[config.mk]
export PLATFORM = sky130hd
export DESIGN_NAME = buffer_uart_tx
export DESIGN_NICKNAME = d
export VERILOG_FILES = /design/src/rtl/buffer_uart_tx_pkg.sv /design/src/rtl/uart_bit_timer.sv /design/src/rtl/buffer_uart_tx.sv
export SDC_FILE = /design/constraint.sdc
export NUM_CORES = 1
export LEC_CHECK = 0
export BUFFER_PORTS_ARGS = -buffer_cell sky130_fd_sc_hd__buf_2
export CAP_MARGIN = 15
export CORE_MARGIN = 4
export CORE_UTILIZATION = 47
export CTS_CLUSTER_DIAMETER = 120
export DETAILED_ROUTE_END_ITERATION = 8
export PLACE_DENSITY = 0.75
export SETUP_SLACK_MARGIN = 0.15
export SYNTH_ARGS = -nofsm -noshare
export SYNTH_HDL_FRONTEND = slang
export SYNTH_SLANG_ARGS = --single-unit
export TNS_END_PERCENT = 50
[constraint.sdc]
create_clock -name i_clk -period 2.2 [get_ports i_clk]
set_clock_uncertainty 0.15 [all_clocks]
set_input_delay 0.11 -clock i_clk [delete_from_list [all_inputs] [get_ports i_clk]]
set_output_delay 0.11 -clock i_clk [all_outputs]
set_load 0.01 [all_outputs]
[src/rtl/buffer_uart_tx_pkg.sv]
// Shared types and helpers for the buffer-to-UART transmitter.
// Latency: n/a (package).
// Backpressure: n/a (package).
package buffer_uart_tx_pkg;

   typedef enum logic [2:0] {
      IDLE   = 3'd0,
      START  = 3'd1,
      DATA   = 3'd2,
      PARITY = 3'd3,
      STOP   = 3'd4
   } state_t;

   // Ceiling log2 with a floor of 1 so that a counter always has at least one bit.
   function automatic int u_log2(input int value);
      int r;
      r = 0;
      while ((1 << r) < value) begin
         r = r + 1;
      end
      return (r < 1) ? 1 : r;
   endfunction

   // Total line time of one frame in clock cycles.
   function automatic int frame_len(input int data_width, input int clks_per_bit,
                                    input int stop_bits, input int parity_en);
      return (1 + data_width + parity_en + stop_bits) * clks_per_bit;
   endfunction

endpackage

[src/rtl/uart_bit_timer.sv]
// Bit-period timer: pulses o_bit_done on the last cycle of every CLKS_PER_BIT window.
// Latency: o_bit_done is combinational from the count; restart zeroes the count next edge.
// Backpressure: none; free-running between restarts.
//   i_clk      clock
//   i_rst_n    synchronous active-low reset
//   i_restart  begin a fresh bit period at the next edge
//   o_bit_done high on the final cycle of the current bit period
module uart_bit_timer
   import buffer_uart_tx_pkg::*;
#(
   parameter int CLKS_PER_BIT = 16
) (
   input  logic i_clk,
   input  logic i_rst_n,
   input  logic i_restart,
   output logic o_bit_done
);

   localparam int TW = u_log2(CLKS_PER_BIT);

   logic [TW-1:0] cnt;

   assign o_bit_done = (cnt == TW'(CLKS_PER_BIT - 1));

   always_ff @(posedge i_clk) begin
      if (!i_rst_n || i_restart) begin
         cnt <= '0;
      end else if (o_bit_done) begin
         cnt <= '0;
      end else begin
         cnt <= cnt + TW'(1);
      end
   end

endmodule

[src/rtl/buffer_uart_tx.sv]
// Pops words from the circular byte buffer and sends each as a UART frame (start, data LSB-first, opt. even parity, stop).
// Latency: pop strobe and start bit begin one edge after the launch condition; frames run back-to-back with no idle gap.
// Backpressure: launches only when i_enable=1 and the buffer is non-empty; a frame in flight always completes.
//   i_clk, i_rst_n      clock, synchronous active-low reset
//   i_enable            permit new frames
//   i_data, i_data_size buffer head word and occupancy
//   o_read_en           one-cycle pop strobe to the buffer
//   o_tx, o_busy        serial line (idle high), frame-in-flight flag
//   o_frames_sent       wrapping count of completed frames
module buffer_uart_tx
   import buffer_uart_tx_pkg::*;
#(
   parameter int DATA_WIDTH   = 8,
   parameter int CLKS_PER_BIT = 16,
   parameter int STOP_BITS    = 1,
   parameter int PARITY_EN    = 0
) (
   input  logic                  i_clk,
   input  logic                  i_rst_n,
   input  logic                  i_enable,
   input  logic [DATA_WIDTH-1:0] i_data,
   input  logic [15:0]           i_data_size,
   output logic                  o_read_en,
   output logic                  o_tx,
   output logic                  o_busy,
   output logic [15:0]           o_frames_sent
);

   // bit_idx walks data bits and is reused to count stop bits.
   localparam int BW = u_log2(DATA_WIDTH);

   state_t                state, state_nxt;
   logic [DATA_WIDTH-1:0] shift_reg;
   logic [BW-1:0]         bit_idx, bit_idx_nxt;
   logic                  tx_nxt, busy_nxt, rd_nxt;
   logic                  load, frame_done, bit_done, launch;

   assign launch = i_enable && (i_data_size != 16'd0);

   uart_bit_timer #(
      .CLKS_PER_BIT (CLKS_PER_BIT)
   ) u_bit_timer (
      .i_clk      (i_clk),
      .i_rst_n    (i_rst_n),
      .i_restart  (load),
      .o_bit_done (bit_done)
   );

   always_ff @(posedge i_clk) begin
      if (!i_rst_n) begin
         state <= IDLE;
      end else begin
         state <= state_nxt;
      end
   end

   // Next-state and next-output logic. o_tx is registered so the line is glitch-free;
   // shift_reg is held intact and bits are picked by index, so parity sees the whole word.
   always_comb begin
      state_nxt   = state;
      bit_idx_nxt = bit_idx;
      tx_nxt      = o_tx;
      busy_nxt    = o_busy;
      rd_nxt      = 1'b0;
      load        = 1'b0;
      frame_done  = 1'b0;
      case (state)
         IDLE: begin
            tx_nxt   = 1'b1;
            busy_nxt = 1'b0;
            if (launch) begin
               state_nxt = START;
               tx_nxt    = 1'b0;
               busy_nxt  = 1'b1;
               rd_nxt    = 1'b1;
               load      = 1'b1;
            end
         end
         START: begin
            if (bit_done) begin
               state_nxt   = DATA;
               bit_idx_nxt = '0;
               tx_nxt      = shift_reg[0];
            end
         end
         DATA: begin
            if (bit_done) begin
               if (bit_idx == BW'(DATA_WIDTH - 1)) begin
                  bit_idx_nxt = '0;
                  if (PARITY_EN != 0) begin
                     state_nxt = PARITY;
                     tx_nxt    = ^shift_reg;
                  end else begin
                     state_nxt = STOP;
                     tx_nxt    = 1'b1;
                  end
               end else begin
                  bit_idx_nxt = bit_idx + BW'(1);
                  tx_nxt      = shift_reg[bit_idx + BW'(1)];
               end
            end
         end
         PARITY: begin
            if (bit_done) begin
               state_nxt   = STOP;
               bit_idx_nxt = '0;
               tx_nxt      = 1'b1;
            end
         end
         STOP: begin
            if (bit_done) begin
               if (bit_idx == BW'(STOP_BITS - 1)) begin
                  frame_done  = 1'b1;
                  bit_idx_nxt = '0;
                  // Chain straight into the next frame when more data is waiting.
                  if (launch) begin
                     state_nxt = START;
                     tx_nxt    = 1'b0;
                     rd_nxt    = 1'b1;
                     load      = 1'b1;
                  end else begin
                     state_nxt = IDLE;
                     busy_nxt  = 1'b0;
                  end
               end else begin
                  bit_idx_nxt = bit_idx + BW'(1);
               end
            end
         end
         default: begin
            state_nxt = IDLE;
            tx_nxt    = 1'b1;
            busy_nxt  = 1'b0;
         end
      endcase
   end

   always_ff @(posedge i_clk) begin
      if (!i_rst_n) begin
         bit_idx       <= '0;
         shift_reg     <= '0;
         o_tx          <= 1'b1;
         o_busy        <= 1'b0;
         o_read_en     <= 1'b0;
         o_frames_sent <= 16'd0;
      end else begin
         bit_idx   <= bit_idx_nxt;
         o_tx      <= tx_nxt;
         o_busy    <= busy_nxt;
         o_read_en <= rd_nxt;
         if (load) begin
            shift_reg <= i_data;
         end
         if (frame_done) begin
            o_frames_sent <= o_frames_sent + 16'd1;
         end
      end
   end

endmodule

# Word level (Yosys, flattened, before mapping)
# Index checks and enable logic that the tools add are counted.
# word_totals
register_bits	37
latchBits	0
ram_bits	0
romBits	0
inputBits	27
output_inout_bits	19
elab_cells	80
memories	0
# classes
add_sub_neg	3
mul	0
div_mod_pow	0
n_lt_le_gt_ge	1
n_eq_ne	16
shifts	0
mux	37
bitwise	1
n_reduce_logical	14
# ops
operator	n
$mux 3	12
$mux 1	19
$ne 2x2->1 const B	9
$add 16x1->16 const B	1
$reduce_bool 16->1	1
$pmux 3 s5	1
$pmux 3 s3	1
$reduce_and 4->1	2
$reduce_and 7->1	1
$eq 3x2->1 const B	2
$eq 3x3->1 const B	2
$logic_not 3->1	2
$reduce_and 6->1	1
$pmux 1 s5	1
$add 4x1->4 const B	1
$eq 4x4->1 const B	1
$lt 3x4->1 const B	1
$reduce_or 2->1	2
$add 3x1->3 const B	1
$bmux 1 s3	1
$eq 3x1->1 const B	1
$pmux 1 s3	1
$reduce_bool 3->1	1
$reduce_or 3->1	1
6 further kinds	6

# Logic depth before layout (Yosys ltp)
# logic_depth
word_depth	8
mapped_depth	8
depth_no_buf	7

# By module
# Synthesis repeated with hierarchy kept, for this count alone.
# hier_totals
hier_cells	195
area_unflattened_um2	1730.4
# modules_own_cells
mod	n_inst	cells_per_inst	area_per_inst_um2	seq_area_each_um2
buffer_uart_tx	1	180	1567.8	660.6
uart_bit_timer	1	15	162.7	80.1

# Least setup slack after synthesis
# Ideal clock, no wire load.
# synth_path
path_kind	register to register
from	register bit_idx[0]
to	register o_tx
setup_time_ns	0.123
arrival_ns	1.865
required_ns	1.927
path_slack_ns	0.061
stages_incl_launch_ff	7
n_path_buf	0
period_less_slack_ns	2.139
cell_sequence	dfxtp_1 -> inv_1 -> ha_1 -> mux4_2 -> or3b_2 -> nand4_1 -> nand3_1
# synth_between
elab_chain_len	6
elab_cells_between_ends	10
cone_classes	add/sub (1); eq/ne (2); mux (5); reduce/logical (2)
# synth_lines
item	line	rtl
from (decl)	buffer_uart_tx.sv:34	logic [BW-1:0] bit_idx, bit_idx_nxt;
from (signal assigned)	buffer_uart_tx.sv:147	bit_idx <= bit_idx_nxt;
$add 3x1->3	buffer_uart_tx.sv:99	tx_nxt = shift_reg[bit_idx + BW'(1)];
$bmux 1 s3	buffer_uart_tx.sv:99	
$mux 1 (not written as such)	buffer_uart_tx.sv:99	
$mux 1	buffer_uart_tx.sv:88	if (bit_idx == BW'(DATA_WIDTH - 1)) begin
$mux 1	buffer_uart_tx.sv:87	if (bit_done) begin
$pmux 1 s5	buffer_uart_tx.sv:67	case (state)
to (signal assigned)	buffer_uart_tx.sv:148	o_tx <= tx_nxt;
to (decl)	buffer_uart_tx.sv:24	output logic o_tx,
# Several ways; a longest one is shown, not always the timed one. The select of a mux whose other input is x is not followed.
# A chain may end at the register's enable or synchronous reset.

# Final worst setup path
# Same ends and word-level chain as after synthesis.

==> results.yml <==
placement:
  port_buffers: 45
  place_ws_ns: 0.0751
  gp_congestion: 0.828
  place_hpwl_mm: 2.80
setup_path:
  cp-start-kind: "register"
  ff2ff_path_depth: 6
  required_ns: 2.22
  crit_type: "register to register"
  worstPathArrival_ns: 1.97
  end_kind: "register"
  cp_max_fo: 3
final_layout:
  areaGrowthSynthToFinish_pct: 31.2
  largest_register_ffs: 16
  drive_above_1_share: 0.312
  final_common_cell: "buf_2"
  final_cell_mix: "buf_2, nor2_1, dfxtp_1"
  finalNetCount: 294
  post-route-util: 0.640
  antenna_cells: 0
route:
  vias: 1648
  ant_nets: 0
  drc: 0
  drt_wl_total_mm: 4.12
  drt-vias-per-instance: 5.30
  drt_iter0_markers: 57
  wl_per_cell_um: 13.3
  drtPass1Iterations: 8
timing:
  min_period_ns: 1.95
  fin_ws_ns: 0.251
  drv_slew: 0
  tightest_slew_ns: 0.683
  tns_ns: 0
  finalCritPeriodShare: 0.886
  whs_ns: 0.168
  max_freq_mhz: 513
  hold_violations: 0
  rsz0062_at_grt: "yes"
  finalSetupViolations: 0
  max_slew_margin: 0.539
floorplanning:
  initial_core_util: 0.488
  design.die.area_um2: 4850
  core_area_um2: 3660
  die_w_um: 69.6
  die_h_um: 69.6
  core.rowCount: 22
  io-pin-count: 46
clock_network:
  cts_buffers: 5
  cts-root-buf: "clkbuf_8"
  clk_pin_slew_ns: 0.07
  worst_skew_pair.late_latency_ns: 0.28
  tritoncts: "yes"
  clock-sinks: 37
  htreeDepth: 2
  clockBufferDepth: 2
global_routing:
  grt.overflow.total: 0
  grtUsageTotal: 0.171
  antenna_found_initial: 0
  grt_pass1_wl_mm: 6.78
  grt_max_degree: 20
  grt_pass1_vias: 1526
job:
  max_cap_violations: 0
logic_synthesis:
  synth-edff-count: 0
  synth_top_area_share: 0.415
  netlist_area_um2: 1790
  syn_inst: 198
  synth_area_leaders: "dfxtp_1, nor2_1, xor2_1"
  postSynth.asyncResetShare: 0
  synth_flop_cell: "dfxtp_1"
  yosysUniqueCellTypes: 40
  yosys_warnings: 0
  synth_nets: 230
  yosysSeqAreaShare: 0.415
  synth_largest_area_cell: "dfxtp_1"
  syn_avg_cell_area_um2: 9.02
  synth_seq_cells: 37
pwr:
  seqPwrFrac: 0.548
  powerDensity_nw_per_um2: 546
  p_switching_mw: 0.299
  p_sw_frac: 0.234
  pwr-share-comb: 0.104
  p_total_mw: 1.28
  internal-power_mw: 0.979
  p_leak_nw: 1.05
  irDropWorstVdd_mv: 0.436
  clock_power_share: 0.348
status:
  status: "finished clean"
worst_hold_path:
  hold_path_class: "input pin to register"
  hold_depth: 6
-- critical path, cell delays in order (launching register included) --
cell and delay, ns:
dfxtp_4 0.36, inv_2 0.05, ha_4 0.26, mux4_2 0.49, or3b_4 0.37, nand4_1 0.09
nand3_1 0.07
-- kinds of logic (layout without fill, tap and decap cells) --
group	Yosys count	count (layout)	synth area share
and+or+nand+nor	93	93	0.266
DFF	37	37	0.415
AOI/OAI and AO/OA	20	20	0.0890
xor gates and xnor gates	17	17	0.0834
buffers and inverters	15	80	0.0364
muxes	11	11	0.0757
adders and majority gates	5	5	0.0350
-- final cells by class --
class / instances / area [um2]
clock buffers: 6 / 72.6
clock inverters: 2 / 10.0
fillers: 320 / 1320
inverters: 5 / 18.8
multi-input cells: 146 / 1020
flip-flops and latches: 37 / 747
well taps: 48 / 60.1
repair buffers: 67 / 417
-- power by group through the flow --
stage | clock network (mW) | registers, mW | logic (mW)
floorplan | 0 | 0.715 | 0.0711
global placement | 0 | 0.715 | 0.115
detailed placement | 0 | 0.715 | 0.118
CTS | 0.455 | 0.699 | 0.131
global route | 0.490 | 0.702 | 0.148
finish | 0.445 | 0.700 | 0.133
-- per-layer routing --
layer,routed length [um],track usage
met5,0,0
met4,60,0.0404
met3,281,0.0638
met2,1980,0.291
met1,1800,0.204
-- cell usage after synthesis, drive strengths merged, types with 2 or more instances --
library cell  instances
a211oi                2
a21oi                 3
a22oi                 2
and3                  4
and4                  2
buf                   2
clkbuf                8
dfxtp                37
ha                    5
inv                   5
mux2i                 9
mux4                  2
nand2                 7
nand2b                3
nand3                13
nand3b                2
nand4                 5
nor2                 39
nor3                  5
nor4                  2
o21ai                 5
o32a                  2
o41ai                 2
or3b                  2
or4                   4
xnor2                 2
xor2                 15
-- metrics by stage --
| stage | cells | area (um2) |
|---|---|---|
| floorplan | 198 | 1800 |
| global placement | 290 | 2110 |
| detailed placement | 290 | 2110 |
| CTS | 311 | 2320 |
| global route | 311 | 2340 |
| finish | 311 | 2340 |
-- worst paths after layout --
path,start,endpoint,slack [ns]
setup reg to reg,bit_idx[0]$_SDFFE_PN0P_,o_tx$_SDFFE_PN1P_,0.25
setup / recovery,bit_idx[0]$_SDFFE_PN0P_,o_tx$_SDFFE_PN1P_,0.25
hold / removal,i_enable,o_busy$_SDFFE_PN0P_,0.17
hold reg to reg,u_bit_timer.cnt[0]$_SDFF_PP0_,u_bit_timer.cnt[0]$_SDFF_PP0_,0.27
-- repair_timing --
item	CTS	global route
setup buffers	4	0
cloned	0	0
gates resized for setup	3	9
endpoints found under the setup margin	1	14
hold endpoints to repair	11	0
pin swaps	1	5
hold buffers	9	0
Power figures use the tool's default switching activity.
